<file path="src/rtl/note_voice.sv">
// note_voice -- square-wave voice stage fed by a note sequencer.
//
// Accepts one note per valid/ready handshake (half-period in clocks plus a
// duration in tempo ticks), plays it as a square wave for that many
// i_note_stb ticks, then returns to IDLE to request the next note.
// A period of 0 is a rest: it is timed like a note but stays silent.
//
// Optional feature macro: NOTE_VOICE_ARTIC_EN
//   defined   -> staccato: gate and sample forced silent on the last tick
//                of every note (oscillator keeps running underneath).
//   undefined -> gate held for the whole note duration.
//
// Ports
//   i_clk          system clock
//   i_rst          synchronous reset, active high
//   i_note_stb     tempo tick, single-cycle pulse
//   i_note_valid   note fields valid (held by producer until accepted)
//   o_note_ready   voice can accept a note (registered, high in IDLE)
//   i_note_period  half-period in clocks, 0 = rest
//   i_note_len     duration in ticks, 0 = 2**LEN_W
//   o_gate         note sounding (registered)
//   o_sample       unsigned sample, AMPLITUDE or 0 (registered)
module note_voice #(
    parameter int                  PERIOD_W  = 16,
    parameter int                  LEN_W     = 4,
    parameter int                  SAMPLE_W  = 8,
    parameter logic [SAMPLE_W-1:0] AMPLITUDE = 8'h7F
) (
    input  logic                i_clk,
    input  logic                i_rst,
    input  logic                i_note_stb,
    input  logic                i_note_valid,
    output logic                o_note_ready,
    input  logic [PERIOD_W-1:0] i_note_period,
    input  logic [LEN_W-1:0]    i_note_len,
    output logic                o_gate,
    output logic [SAMPLE_W-1:0] o_sample
);

    localparam logic [0:0] IDLE = 1'b0;
    localparam logic [0:0] PLAY = 1'b1;

    localparam logic [PERIOD_W-1:0] PERIOD_ONE = PERIOD_W'(1);
    localparam logic [LEN_W:0]      REM_ONE    = (LEN_W + 1)'(1);
    // len==0 encodes the longest note, 2**LEN_W ticks
    localparam logic [LEN_W:0]      REM_FULL   = {1'b1, {LEN_W{1'b0}}};

    logic [0:0]          state_r, state_s;
    logic [PERIOD_W-1:0] period_r, period_s;
    logic [PERIOD_W-1:0] cnt_r, cnt_s;
    logic [LEN_W:0]      rem_r, rem_s;
    logic                phase_r, phase_s;
    logic                ready_r;
    logic                gate_r;
    logic [SAMPLE_W-1:0] sample_r;
    logic                gap_s;
    logic                sounding_s;

    // Articulation gap: last tick of a note is silent only in the staccato build
    always_comb begin
`ifdef NOTE_VOICE_ARTIC_EN
        gap_s = (rem_r == REM_ONE);
`else
        gap_s = 1'b0;
`endif
    end

    // Next-state logic: handshake, tick-based duration and half-period oscillator
    always_comb begin
        state_s  = state_r;
        period_s = period_r;
        cnt_s    = cnt_r;
        rem_s    = rem_r;
        phase_s  = phase_r;
        case (state_r)
            IDLE: begin
                // A strobe in the accept cycle is deliberately not counted
                if (i_note_valid) begin
                    state_s  = PLAY;
                    period_s = i_note_period;
                    rem_s    = (i_note_len == '0) ? REM_FULL : {1'b0, i_note_len};
                    cnt_s    = i_note_period - PERIOD_ONE;
                    phase_s  = 1'b0;
                end else begin
                    state_s = IDLE;
                end
            end
            PLAY: begin
                if (i_note_stb) begin
                    if (rem_r == REM_ONE) begin
                        state_s = IDLE;
                    end else begin
                        rem_s = rem_r - REM_ONE;
                    end
                end else begin
                    rem_s = rem_r;
                end
                // Oscillator runs through the articulation gap; held on rests
                if (period_r != '0) begin
                    if (cnt_r == '0) begin
                        cnt_s   = period_r - PERIOD_ONE;
                        phase_s = ~phase_r;
                    end else begin
                        cnt_s = cnt_r - PERIOD_ONE;
                    end
                end else begin
                    cnt_s = cnt_r;
                end
            end
            default: begin
                state_s = IDLE;
            end
        endcase
    end

    // Sounding means playing a pitched note outside the articulation gap
    always_comb begin
        if ((state_r == PLAY) && (period_r != '0) && !gap_s) begin
            sounding_s = 1'b1;
        end else begin
            sounding_s = 1'b0;
        end
    end

    // State and output registers; sample lags phase by one clock
    always_ff @(posedge i_clk) begin
        if (i_rst) begin
            state_r  <= IDLE;
            period_r <= '0;
            cnt_r    <= '0;
            rem_r    <= '0;
            phase_r  <= 1'b0;
            ready_r  <= 1'b1;
            gate_r   <= 1'b0;
            sample_r <= '0;
        end else begin
            state_r  <= state_s;
            period_r <= period_s;
            cnt_r    <= cnt_s;
            rem_r    <= rem_s;
            phase_r  <= phase_s;
            ready_r  <= (state_s == IDLE);
            gate_r   <= sounding_s;
            sample_r <= (sounding_s && phase_r) ? AMPLITUDE : '0;
        end
    end

    assign o_note_ready = ready_r;
    assign o_gate       = gate_r;
    assign o_sample     = sample_r;

endmodule
</file>
<file path="config.mk">
export PLATFORM = sky130hd
export DESIGN_NAME = note_voice
export DESIGN_NICKNAME = d
export VERILOG_FILES = /design/src/rtl/note_voice.sv
export SDC_FILE = /design/constraint.sdc
export NUM_CORES = 1
export LEC_CHECK = 0
export CAP_MARGIN = 15
export CORE_ASPECT_RATIO = 0.75
export CORE_UTILIZATION = 25
export DETAILED_ROUTE_END_ITERATION = 12
export PLACE_DENSITY = 0.39
export SETUP_SLACK_MARGIN = 0.2
export SLEW_MARGIN = 20
export SYNTH_ARGS = -nofsm -noshare
export SYNTH_HDL_FRONTEND = slang
export SYNTH_SLANG_ARGS = --single-unit
</file>
<file path="constraint.sdc">
create_clock -name i_clk -period 3.3 [get_ports i_clk]
set_input_delay 0.66 -clock i_clk [delete_from_list [all_inputs] [get_ports i_clk]]
set_output_delay 0.66 -clock i_clk [all_outputs]
set_load 0.005 [all_outputs]
</file>
==> flow_summary.yaml, run 1 <==
critical_path:
  crit_slowest_cell: "nor4_1"
  critPathBufInv: 2
  path_delay_family: "simple AND/OR/NAND/NOR gates"
  r2r-start: "cnt_r[11]"
  crit_chain: "nor4_1, and4_1, a211oi_1, o21bai_1, ha_1, inv_1, a211oi_1, nor2b_1, buf_4, and4_1, or3_1"
  critPathMaxFanout: 10
  startpoint_type: "flip-flop"
  timing.rr.end: "cnt_r[14]"
  end_kind: "flip-flop"
  critical_path_class: "reg2reg"
  cp.arrival_ps: 2950
  r2r_setup_slack_ps: 520
  required_ps: 3480
  max_stage_delay_ps: 550
  rr_worst_depth: 11
die:
  core_area_um2: 9660
  initial_core_util_pct: 25.8
  die_w_um: 117
  io-pin-count: 34
  dieArea_um2: 10400
  die_h_um: 88.5
  rows: 31
final_layout:
  fin_nets: 386
  fillers: 1044
  finalNonFillerCells: 492
  layout-drive-gt1-share_pct: 7.50
  multi_input_area_um2: 1470
  diodes: 0
  area_delta_synth_final_pct: 22.4
  final-seq-area_um2: 842
grt:
  antenna_found_initial: 0
  grt_usage_pct: 16.7
  grt_pass1_wl_um: 13200
  gr-total-overflow: 0
  grt_pass1_vias: 2334
  grt_max_degree: 53
timing:
  fin_setup_tns_ps: 0
  clock_skew_ps: 7.82
  slew_viol_final: 0
  tightest_slew_ps: 788
  finalSetupViolations: 0
  max_slew_margin_pct: 47.3
  rsz0062_at_grt: "no"
  hold_viol: 0
  period_needed_ps: 2780
  fin_crit_sh_pct: 84.1
  fmax_mhz: 360
placement:
  hpwl_um: 5880
  place_inst: 484
  gp_congestion: 0.796
  io_buffers: 32
synthesis:
  synth_area_leaders: "dfxtp_1 34%, a21oi_1 8.8%, nand2_1 6.9%, nor2_1 5.9%, o21ai_0 3.0%"
  ys_top_cells_by_count: "46 x nand2_1, 44 x a21oi_1, 42 x dfxtp_1"
  syn_inst: 338
  synth_area_um2: 2490
  ys_ff_latch: 42
  syn_area_per_cell_um2: 7.38
  yosys_warnings: 0
  synth_cell_type_count: 51
  synth_area_leader_cell: "dfxtp_1"
  yosysMostFrequentCell: "nand2_1"
  yosysSeqAreaShare_pct: 33.7
  synth_edf_count: 0
  synth_top_area_share_pct: 33.7
  dominantRegCellSynth: "dfxtp_1"
  syn-num-nets: 365
  async_flop_share_pct: 0
clocking:
  numCtsBuffers: 5
  cts_sinks: 42
  post_cts_resized: 0
  cts-root-buf: "clkbuf_16"
  clock_path_buffers: 2
  cts_tree: "done"
  cts_hold_buf: 0
  clk_latency_ps: 290
  cts_max_level: 2
  post_cts_buffers: 0
  cts.reportedPaths.clkPinSlew_ps: 70
run_status:
  status: "completed"
pwr:
  power.density_nw_per_um2: 482
  peakVddDrop_v: 0.000186
  power_leakage_nw: 1.09
  p_total_w: 0.00147
worst_hold_path:
  min_to: "period_r[3]"
  holdPathStages: 2
  min_from: "period_r[3]"
  hold_path_class: "reg2reg"
drt:
  drt_iter0_markers: 154
  drc: 0
  via_count: 2508
  viasPerCell: 5.10
  dr.pass1.iters: 4
  wl_per_cell_um: 16.7
  postRouteAntennaNets: 0
  routed_wl_um: 8220
job:
  drv_cap: 0
-- cells in the final DEF (no fill, tap or decap), types with 7 or more instances in the layout --
cell type        instances
a21oi_1                 44
a31oi_1                  8
buf_4                   11
clkdlybuf4s50_1         32
dfxtp_1                 41
inv_1                    7
nand2_1                 46
nand4_1                 10
nor2_1                  39
nor3_1                  14
o21ai_0                 15
-- metal layers --
layer / track usage, % / share of wire (%) / wire length (um)
met3: 3.16 / 3.6 / 297
met4: 3.78 / 0.79 / 65
met2: 26.1 / 41 / 3390
met5: 0 / 0 / 0
met1: 23.7 / 54 / 4470
-- worst min-delay path, delay by kind of cell, from the launching register on --
family | cells | cell delay, ps
compound gates | 1 | 50
flops | 1 | 330
simple gates | 1 | 60
-- cell type report --
class                   instances  share of cell area, %
repair buffers                 43                   13.2
multi-input cells             259                   48.0
inverters                       8                  0.983
clock buffers                   7                   4.67
flip-flops and latches         42                   27.6
well taps                     132                   5.41
clock inverters                 1                  0.164
-- how the worst max path moves through the flow --
stage                                 from        end  slack [ps]  cells after the start
after floorplan                   cnt_r[8]  cnt_r[14]         570                     13
after CTS                        cnt_r[11]  cnt_r[14]         520                     11
final                            cnt_r[11]  cnt_r[14]         520                     11
after detailed placement  i_note_period[0]  cnt_r[14]         480                      9
after global routing             cnt_r[11]  cnt_r[12]         290                     11
after global placement    i_note_period[5]  cnt_r[13]         500                      7
-- where the power goes --
group          switching, W  internal (W)  total, W
Clock              0.000214      0.000301  0.000515
Sequential        0.0000502      0.000553  0.000603
Combinational      0.000207      0.000147  0.000354
-- registers in the layout, indices dropped and copies added (netlist names) --
| name | cells |
|---|---|
| o_note_ready | 1 |
| o_gate | 1 |
| o_sample | 1 |
| rem_r | 5 |
| state_r | 1 |
| phase_r | 1 |
| cnt_r | 16 |
| period_r | 16 |
-- metrics by stage --
step                      utilization [%]  hold WS (ps)  area (um2)  setup slack (ps)
after floorplan                         -           439        2490               571
after CTS                            31.6           478        3050               524
final                                31.6           478        3050               524
after detailed placement             30.1           466        2910               483
after global routing                 31.6           493        3050               292
after global placement               30.1           457        2910               495
-- cells by family after synthesis --
family | count (synthesis) | synth area share, %
flip-flops | 42 | 33.7
other | 1 | 0.150
AO/OA/AOI/OAI | 107 | 27.6
adder cells (fa/ha/maj) | 3 | 1.50
multiplexers | 6 | 2.61
XOR/XNOR | 3 | 1.05
AND/OR/NAND/NOR | 139 | 25.9
buffers and inverters | 37 | 7.52
No activity file was read; power rests on OpenSTA's default activity.
==> run 2, diff against run 1 <==
==> constraint.sdc (replaced) <==
create_clock -name i_clk -period 2.65 [get_ports i_clk]
set_input_delay 0.53 -clock i_clk [delete_from_list [all_inputs] [get_ports i_clk]]
set_output_delay 0.53 -clock i_clk [all_outputs]
set_load 0.005 [all_outputs]
==> flow_summary.yaml, run 2 (same netlist as run 1, synthesis figures left out) <==
run_status:
  status: "completed"
worst_hold_path:
  min_to: "period_r[15]"
  holdPathStages: 2
  min_from: "period_r[15]"
  hold_path_class: "reg2reg"
pwr:
  power.density_nw_per_um2: 563
  swShare_pct: 32.0
  peakVddDrop_v: 0.000232
  seqPwrFrac_pct: 40.7
  power_leakage_nw: 1.21
  p_int_w: 0.00127
  switchingPower_w: 0.000599
  comb_power_share_pct: 27.5
  p_clk_share_pct: 31.8
drt:
  viasPerCell: 4.88
  routed_wl_um: 8220
  wl_per_cell_um: 16.1
  drt_iter0_markers: 168
  drc: 0
  via_count: 2493
  postRouteAntennaNets: 0
  dr.pass1.iters: 4
critical_path:
  cp.arrival_ps: 2650
  r2r-start: "cnt_r[4]"
  crit_path_start: "cnt_r[4]"
  required_ps: 2820
  startpoint_type: "flip-flop"
  critical_path_class: "reg2reg"
  critPathMaxFanout: 5
  timing.rr.end: "cnt_r[14]"
  rr_worst_depth: 11
  end_kind: "flip-flop"
  r2r_setup_slack_ps: 160
die:
  io-pin-count: 34
  rows: 31
  dieArea_um2: 10400
  die_w_um: 117
  initial_core_util_pct: 25.8
  core_area_um2: 9660
  die_h_um: 88.5
grt:
  grt_pass1_wl_um: 13400
  antenna_found_initial: 0
  gr-total-overflow: 0
  grt_pass1_vias: 2406
  grt_max_degree: 30
  grt_usage_pct: 16.9
timing:
  fmax_mhz: 402
  finalSetupViolations: 0
  slew_viol_final: 0
  rsz0062_at_grt: "yes"
  fin_crit_sh_pct: 93.8
  clock_skew_ps: 5.31
  fin_setup_tns_ps: 0
  max_slew_margin_pct: 55.6
  holdWs_ps: 474
  hold_viol: 0
  period_needed_ps: 2490
  tightest_slew_ps: 664
final_layout:
  area_delta_synth_final_pct: 33.0
  final-seq-area_um2: 861
  mostFrequentLayoutCell: "nand2_1"
  layout-drive-gt1-share_pct: 19.3
  fillers: 1030
  diodes: 0
  layout_common_cells: "46 x nand2_1, 43 x a21oi_1, 39 x nor2_1"
  fin_nets: 406
  multi_input_area_um2: 1570
  reg.largest.list: "cnt_r (16), period_r (16), rem_r (5)"
clocking:
  clock_path_buffers: 2
  clk_latency_ps: 290
  cts_hold_buf: 0
  cts_tree: "done"
  cts_max_level: 2
  numCtsBuffers: 5
  cts_sinks: 42
  cts-root-buf: "clkbuf_16"
  cts.reportedPaths.clkPinSlew_ps: 60
placement:
  hpwl_um: 5960
  io_buffers: 32
  gp_congestion: 0.810
job:
  drv_cap: 0
[run 2: repair_timing]
item | in CTS | in global routing
hold endpoints to repair | 0 | 0
endpoints found under the setup margin | 6 | 8
gates resized for setup | 10 | 12
setup buffers | 1 | 6
cloned | 1 | 0
pin swaps | 3 | 8
[run 2: per-stage QoR]
step	cell area, um2	worst slack [ps]	total power, W	util (%)	std cells
after global routing	3320	72.0	0.00199	34.4	511
after detailed placement	3060	53.8	0.00125	31.6	496
after global placement	3060	74.8	0.00125	31.6	496
final	3320	165	0.00187	34.4	511
after floorplan	2560	149	0.00107	-	338
after CTS	3220	206	0.00187	33.4	505
[run 2: cell type report]
type,count,share of cell area (%)
clock buffer,5,3.77
tap,132,4.98
sequential,42,25.9
clock inverter,2,0.302
inverter,8,0.980
multi-input combinational,259,47.2
timing repair buffer,63,16.8
[run 2: power by group through the flow]
stage          Sequential, W  Clock, W  Combinational [W]
6_report            0.000761  0.000594           0.000513
3_5_place_dp        0.000771         0           0.000477
3_3_place_gp        0.000772         0           0.000479
2_1_floorplan       0.000752         0           0.000319
5_1_grt             0.000770  0.000644           0.000574
4_1_cts             0.000759  0.000619           0.000488
[run 2: metal layers]
metal | share of wire, % | routed length, um | global-route usage (%)
met3 | 2.7 | 218 | 3.22
met4 | 0.97 | 80 | 4.25
met1 | 55 | 4490 | 24.7
met2 | 42 | 3440 | 25.3
met5 | 0 | 0 | 0
[run 2: how the worst max path moves through the flow]
stage	to	slack [ps]
after floorplan	cnt_r[14]	150
after global placement	cnt_r[14]	70
after detailed placement	cnt_r[14]	50
after CTS	cnt_r[14]	210
after global routing	cnt_r[14]	70
final	cnt_r[14]	160
[run 2: worst max-delay path: stages (launching register included)]
cell and delay, ps:
dfxtp_4 360, nor4_4 390, and4_4 310, a211oi_2 70, o21bai_4 180, ha_4 170, inv_4 50, a211oi_4 40
nor2b_4 150, buf_6 140, and4_1 160, or3_1 350
